<file path="src/rtl/sample_sequencer.sv">
// Rejection-sampling controller: feeds LFSR-generated candidates to an external
// constraint checker and hands satisfying vectors to a downstream consumer.
module sample_sequencer #(
  parameter int CAND_W = 64,
  parameter int CNT_W  = 16
) (
  input  logic              clk,
  input  logic              rst_n,
  input  logic [31:0]       seed,
  input  logic              seed_load,
  input  logic              start,
  input  logic              abort,
  input  logic [CNT_W-1:0]  num_samples,
  input  logic [CNT_W-1:0]  max_attempts,
  output logic [CAND_W-1:0] cand_out,
  input  logic              sat_in,
  output logic              sample_valid,
  input  logic              sample_ready,
  output logic [CAND_W-1:0] sample_data,
  output logic              busy,
  output logic              done,
  output logic              fail,
  output logic [CNT_W-1:0]  attempt_count,
  output logic [CNT_W-1:0]  accept_count
);

  localparam int WORDS = CAND_W / 32;
  localparam int WI_W  = (WORDS > 1) ? $clog2(WORDS) : 1;
  localparam logic [WI_W-1:0] LAST_WORD = WI_W'(WORDS - 1);

  localparam logic [2:0] S_IDLE  = 3'd0;
  localparam logic [2:0] S_GEN   = 3'd1;
  localparam logic [2:0] S_CHECK = 3'd2;
  localparam logic [2:0] S_HOLD  = 3'd3;
  localparam logic [2:0] S_DONE  = 3'd4;

  logic [2:0]         state;
  logic [31:0]        lfsr;
  logic [31:0]        lfsr_next;
  logic [WI_W-1:0]    word_idx;
  logic [CNT_W-1:0]   num_lat;
  logic [CNT_W-1:0]   max_lat;
  logic [CNT_W-1:0]   attempt_inc;
  logic [CNT_W-1:0]   accept_inc;
  logic [CAND_W+31:0] cand_cat;
  logic [CAND_W-1:0]  cand_shift;

  always_comb begin
    lfsr_next   = {1'b0, lfsr[31:1]} ^ (lfsr[0] ? 32'h8020_0003 : 32'h0);
    attempt_inc = (&attempt_count) ? attempt_count : attempt_count + 1'b1;
    accept_inc  = (&accept_count) ? accept_count : accept_count + 1'b1;
    // Low CAND_W bits of the concatenation give the shift-in also for CAND_W==32
    cand_cat    = {cand_out, lfsr};
    cand_shift  = cand_cat[CAND_W-1:0];
  end

  assign done = (state == S_DONE);

  always_ff @(posedge clk or negedge rst_n) begin
    if (!rst_n) begin
      state         <= S_IDLE;
      lfsr          <= 32'h1;
      word_idx      <= '0;
      num_lat       <= '0;
      max_lat       <= '0;
      cand_out      <= '0;
      sample_data   <= '0;
      sample_valid  <= 1'b0;
      busy          <= 1'b0;
      fail          <= 1'b0;
      attempt_count <= '0;
      accept_count  <= '0;
    end else begin
      case (state)
        S_IDLE: begin
          if (seed_load) lfsr <= (seed == 32'h0) ? 32'h1 : seed;
          if (start) begin
            num_lat       <= num_samples;
            max_lat       <= max_attempts;
            attempt_count <= '0;
            accept_count  <= '0;
            fail          <= 1'b0;
            word_idx      <= '0;
            if (num_samples == '0) begin
              state <= S_DONE;
            end else begin
              busy  <= 1'b1;
              state <= S_GEN;
            end
          end
        end
        S_GEN: begin
          if (abort) begin
            fail  <= 1'b1;
            state <= S_DONE;
          end else begin
            cand_out <= cand_shift;
            lfsr     <= lfsr_next;
            if (word_idx == LAST_WORD) begin
              word_idx <= '0;
              state    <= S_CHECK;
            end else begin
              word_idx <= word_idx + 1'b1;
            end
          end
        end
        S_CHECK: begin
          if (abort) begin
            fail  <= 1'b1;
            state <= S_DONE;
          end else begin
            attempt_count <= attempt_inc;
            if (sat_in) begin
              sample_data  <= cand_out;
              sample_valid <= 1'b1;
              state        <= S_HOLD;
            end else if (max_lat != '0 && attempt_inc == max_lat) begin
              fail  <= 1'b1;
              state <= S_DONE;
            end else begin
              state <= S_GEN;
            end
          end
        end
        S_HOLD: begin
          if (abort) begin
            sample_valid <= 1'b0;
            fail         <= 1'b1;
            state        <= S_DONE;
          end else if (sample_valid && sample_ready) begin
            sample_valid <= 1'b0;
            accept_count <= accept_inc;
            // Delivery first: a budget-exhausting hit still reaches the consumer
            if (accept_inc == num_lat) begin
              state <= S_DONE;
            end else if (max_lat != '0 && attempt_count == max_lat) begin
              fail  <= 1'b1;
              state <= S_DONE;
            end else begin
              state <= S_GEN;
            end
          end
        end
        S_DONE: begin
          busy     <= 1'b0;
          word_idx <= '0;
          state    <= S_IDLE;
        end
        default: state <= S_IDLE;
      endcase
    end
  end

endmodule

</file>
<file path="config.mk">
export PLATFORM = sky130hd
export DESIGN_NAME = sample_sequencer
export DESIGN_NICKNAME = d
export VERILOG_FILES = /design/src/rtl/sample_sequencer.sv
export SDC_FILE = /design/constraint.sdc
export NUM_CORES = 1
export LEC_CHECK = 0
export CORE_UTILIZATION = 40
export DETAILED_ROUTE_END_ITERATION = 10
export DONT_BUFFER_PORTS = 1
export GPL_ROUTABILITY_DRIVEN = 0
export HOLD_SLACK_MARGIN = 0.1
export SYNTH_ARGS = -nofsm -noshare
export SYNTH_HDL_FRONTEND = slang
export SYNTH_SLANG_ARGS = --single-unit
</file>
<file path="constraint.sdc">
create_clock -name clk -period 4.39 [get_ports clk]
set_input_delay 0.878 -clock clk [delete_from_list [all_inputs] [get_ports clk]]
set_output_delay 0.878 -clock clk [all_outputs]
set_load 0.02 [all_outputs]
</file>
==> out/metrics.yaml <==
post-dp-hpwl_um: 18200
async_set_or_reset_flop_fraction_in_the_synthesized_netlist_pct: 100
highest_ir_drop_seen_on_vdd_mv: 0.395
grt_pass1_vias: 7818
post-layout-total-power_mw: 8.66
dp.cells: 1307
synth_cells: 1015
finalSetupTns_ns: 0
timing.max_cap.violations: 0
syn_area_um2: 10900
fp.coreArea_um2: 26900
max-clock-path-buffers: 3
tritoncts: "built"
pre_cts_slack_ns: 0.782
die_area_um2: 28000
critical_path.startpoint_type: "flip-flop"
port_buffers: 0
root_buffer: "clkbuf_16"
setup.worst_path.end_class: "flip-flop"
critPathMaxStageDelay_ns: 0.64
cts_made_buffers: 26
worst-endpoint-required_ns: 4.81
fmax_ghz: 0.270
whs_ns: 0.0413
min_path_type: "in -> async"
ys_dominant_reg_cell: "dfrtp_1"
area_growth_pct: 10.8
finalWorstPathRequiredPeriod_ns: 3.71
outcome: "finished clean"
drt_drc_violations_left: 0
ioPinCount: 235
worst_pin_slew_ns: 1.01
pwr_density_cell_nw_per_um2: 715
finalHoldViolCount: 0
synth_seq_cells: 231
clock_sink_count: 231
drive_gt1_share_pct: 19.2
synth-edff-count: 0
final_cell_count_no_fill: 1355
drt_first_iter_violations: 538
slew_viol_final: 0
post_synth_num_cell_types: 63
synth.avg_cell_area_um2: 10.8
insertedDiodeCount: 0
postSynthNetCount: 1088
crit_path_max_fanout: 7
die_width_um: 167
worst-setup-path-type: "reg -> reg"
netlist_top_cells_area: "dfrtp_1 53%, mux2_2 13%, nand2_1 5.6%"
worst_slack_ns: 0.683
timing.critical_path.slowest_stage_cell: "nor4_1"
clkLatencyLatePin_ns: 0.54
via_density_per_instance: 5.76
floorplan.die.height_um: 167
post_cts.resized_instances: 0
portion_of_synthesized_cell_area_occupied_by_the_leading_cell_type_pct: 52.6
rsz0062_at_grt: "false"
grt.total_usage_pct: 19.1
num-fill-cells: 2515
via_count: 7808
path_cells: "ha_1, nand4_1, nor4_1, mux2i_1, xor2_1, nand4_1, or4_1, or4_1, a32o_1"
grt_first_pass_wirelength_um: 43500
avgRoutedWirePerCell_um: 20.0
detail-route-antenna-nets: 0
slew-limit-headroom_pct: 32.7
setup_viol_count_final: 0
grt_antenna_before_repair: 0
number_of_nets_at_the_end_of_the_flow: 1067
drt_pass1_iterations: 5
start_util_pct: 40.7
total_grt_overflow: 0
post-synth-top-area-cell: "dfrtp_1"
p_leak_nw: 5.24
yosys_warnings: 0
grt_start_max_net_pins: 232
clk_pin_slew_worst_paths_ns: 0.06
cts_max_level: 1
timing.clock.skew_ns: 0.0124
postRouteWirelength_um: 27100
cts.repair_timing.setup_buffer_count: 0
sequential_area_share_after_synthesis_pct: 52.9
placement_rows: 60
arrival_ns: 4.13
final_min_period_over_clock_period_pct: 84.4
layout by cell type (no fill, tap or decap), types with 7 or more instances in the layout:
master     instances
xor2_1            18
a31oi_1           13
nor3_1            16
o211ai_1           7
buf_4             11
mux2_2           130
nor2_1            40
clkbuf_8           9
o31ai_1           11
inv_1             11
nor4_1            26
nand3_1           21
o21ai_0           59
clkbuf_16         26
nand2_1          162
dfrtp_1          230
xnor2_1           19
a21oi_1           33
nand4_1           24
mux2i_1           37
nand2b_1           7
power by group:
| group | internal (mW) | leakage [nW] | switching [mW] | total, mW |
|---|---|---|---|---|
| clock network | 1.31 | 0.436 | 0.905 | 2.21 |
| logic | 1.06 | 1.81 | 0.987 | 2.04 |
| registers | 2.94 | 2.99 | 1.46 | 4.40 |
cells in the mapped netlist, types with 4 or more instances:
cell / number
nand2b_1: 7
and2_1: 5
nor4_1: 26
xnor2_1: 19
a21o_1: 4
inv_1: 11
a21oi_1: 34
o21a_1: 5
a311oi_1: 4
buf_1: 7
or4_1: 4
nand4_1: 24
a31oi_1: 13
nor3_1: 16
mux2i_1: 37
buf_2: 8
o211ai_1: 7
and3_1: 5
nor2_1: 41
o31ai_1: 11
clkbuf_1: 42
nand2_1: 162
dfrtp_1: 230
xor2_1: 18
mux2_2: 130
and4_1: 6
nor3b_1: 4
or3_1: 4
nand3_1: 21
o21ai_0: 59
critical path: cells and delay by family (launching register included):
| kind | cells | cell delay [ns] |
|---|---|---|
| adder cells (fa/ha/maj) | 1 | 0.33 |
| AO/OA/AOI/OAI | 1 | 0.27 |
| AND/OR/NAND/NOR | 5 | 1.97 |
| flip-flops | 1 | 0.57 |
| multiplexers | 1 | 0.29 |
| XOR/XNOR | 1 | 0.17 |
routing by layer:
layer  GRT usage [%]  share of wire, %  vias to the layer above
met3            6.48               9.2                       44
met1            24.8                42                     3876
met2            30.8                47                      284
li1                -                 -                     3604
met4            4.27               2.0                        0
met5               0                 0                        -
sequential cells by signal, indices dropped and copies added (netlist names):
register	cells
state	3
attempt_count	16
lfsr	32
cand_out	64
accept_count	16
sample_data	64
num_lat	16
word_idx	1
sample_valid	1
busy	1
fail	1
max_lat	16
per-stage QoR:
step / util (%) / instance area, um^2
floorplan: - / 10900
global placement: 41.8 / 11200
detailed placement: 41.8 / 11200
CTS: 45.1 / 12100
global route: 45.1 / 12100
finish: 45.1 / 12100
final timing paths:
kind,to,slack (ns),from,depth (start not counted)
min reg2reg,num_lat[8],0.50,num_lat[8],2
max,fail,0.68,accept_count[0],9
max reg2reg,fail,0.68,accept_count[0],9
min in group clk,num_lat[2],0.44,num_samples[2],2
min,attempt_count[12],0.04,rst_n,0
max in group asynchronous,lfsr[0],4.07,rst_n,0
kinds of logic after synthesis:
| family | synth area share [%] |
|---|---|
| buffers and inverters | 2.67 |
| flip-flops | 52.9 |
| AO/OA/AOI/OAI | 9.62 |
| adder cells (fa/ha/maj) | 0.229 |
| XOR/XNOR | 3.17 |
| multiplexers | 16.8 |
| AND/OR/NAND/NOR | 14.7 |
final cells by class:
type / instances / area [um^2] / area share (%)
clock inverter: 8 / 96.3 / 0.795
timing repair buffer: 11 / 82.6 / 0.682
sequential: 231 / 5780 / 47.7
tap: 341 / 427 / 3.52
clock buffer: 40 / 793 / 6.55
multi-input combinational: 713 / 4890 / 40.4
inverter: 11 / 41.3 / 0.341
Power figures use the tool's default switching activity.
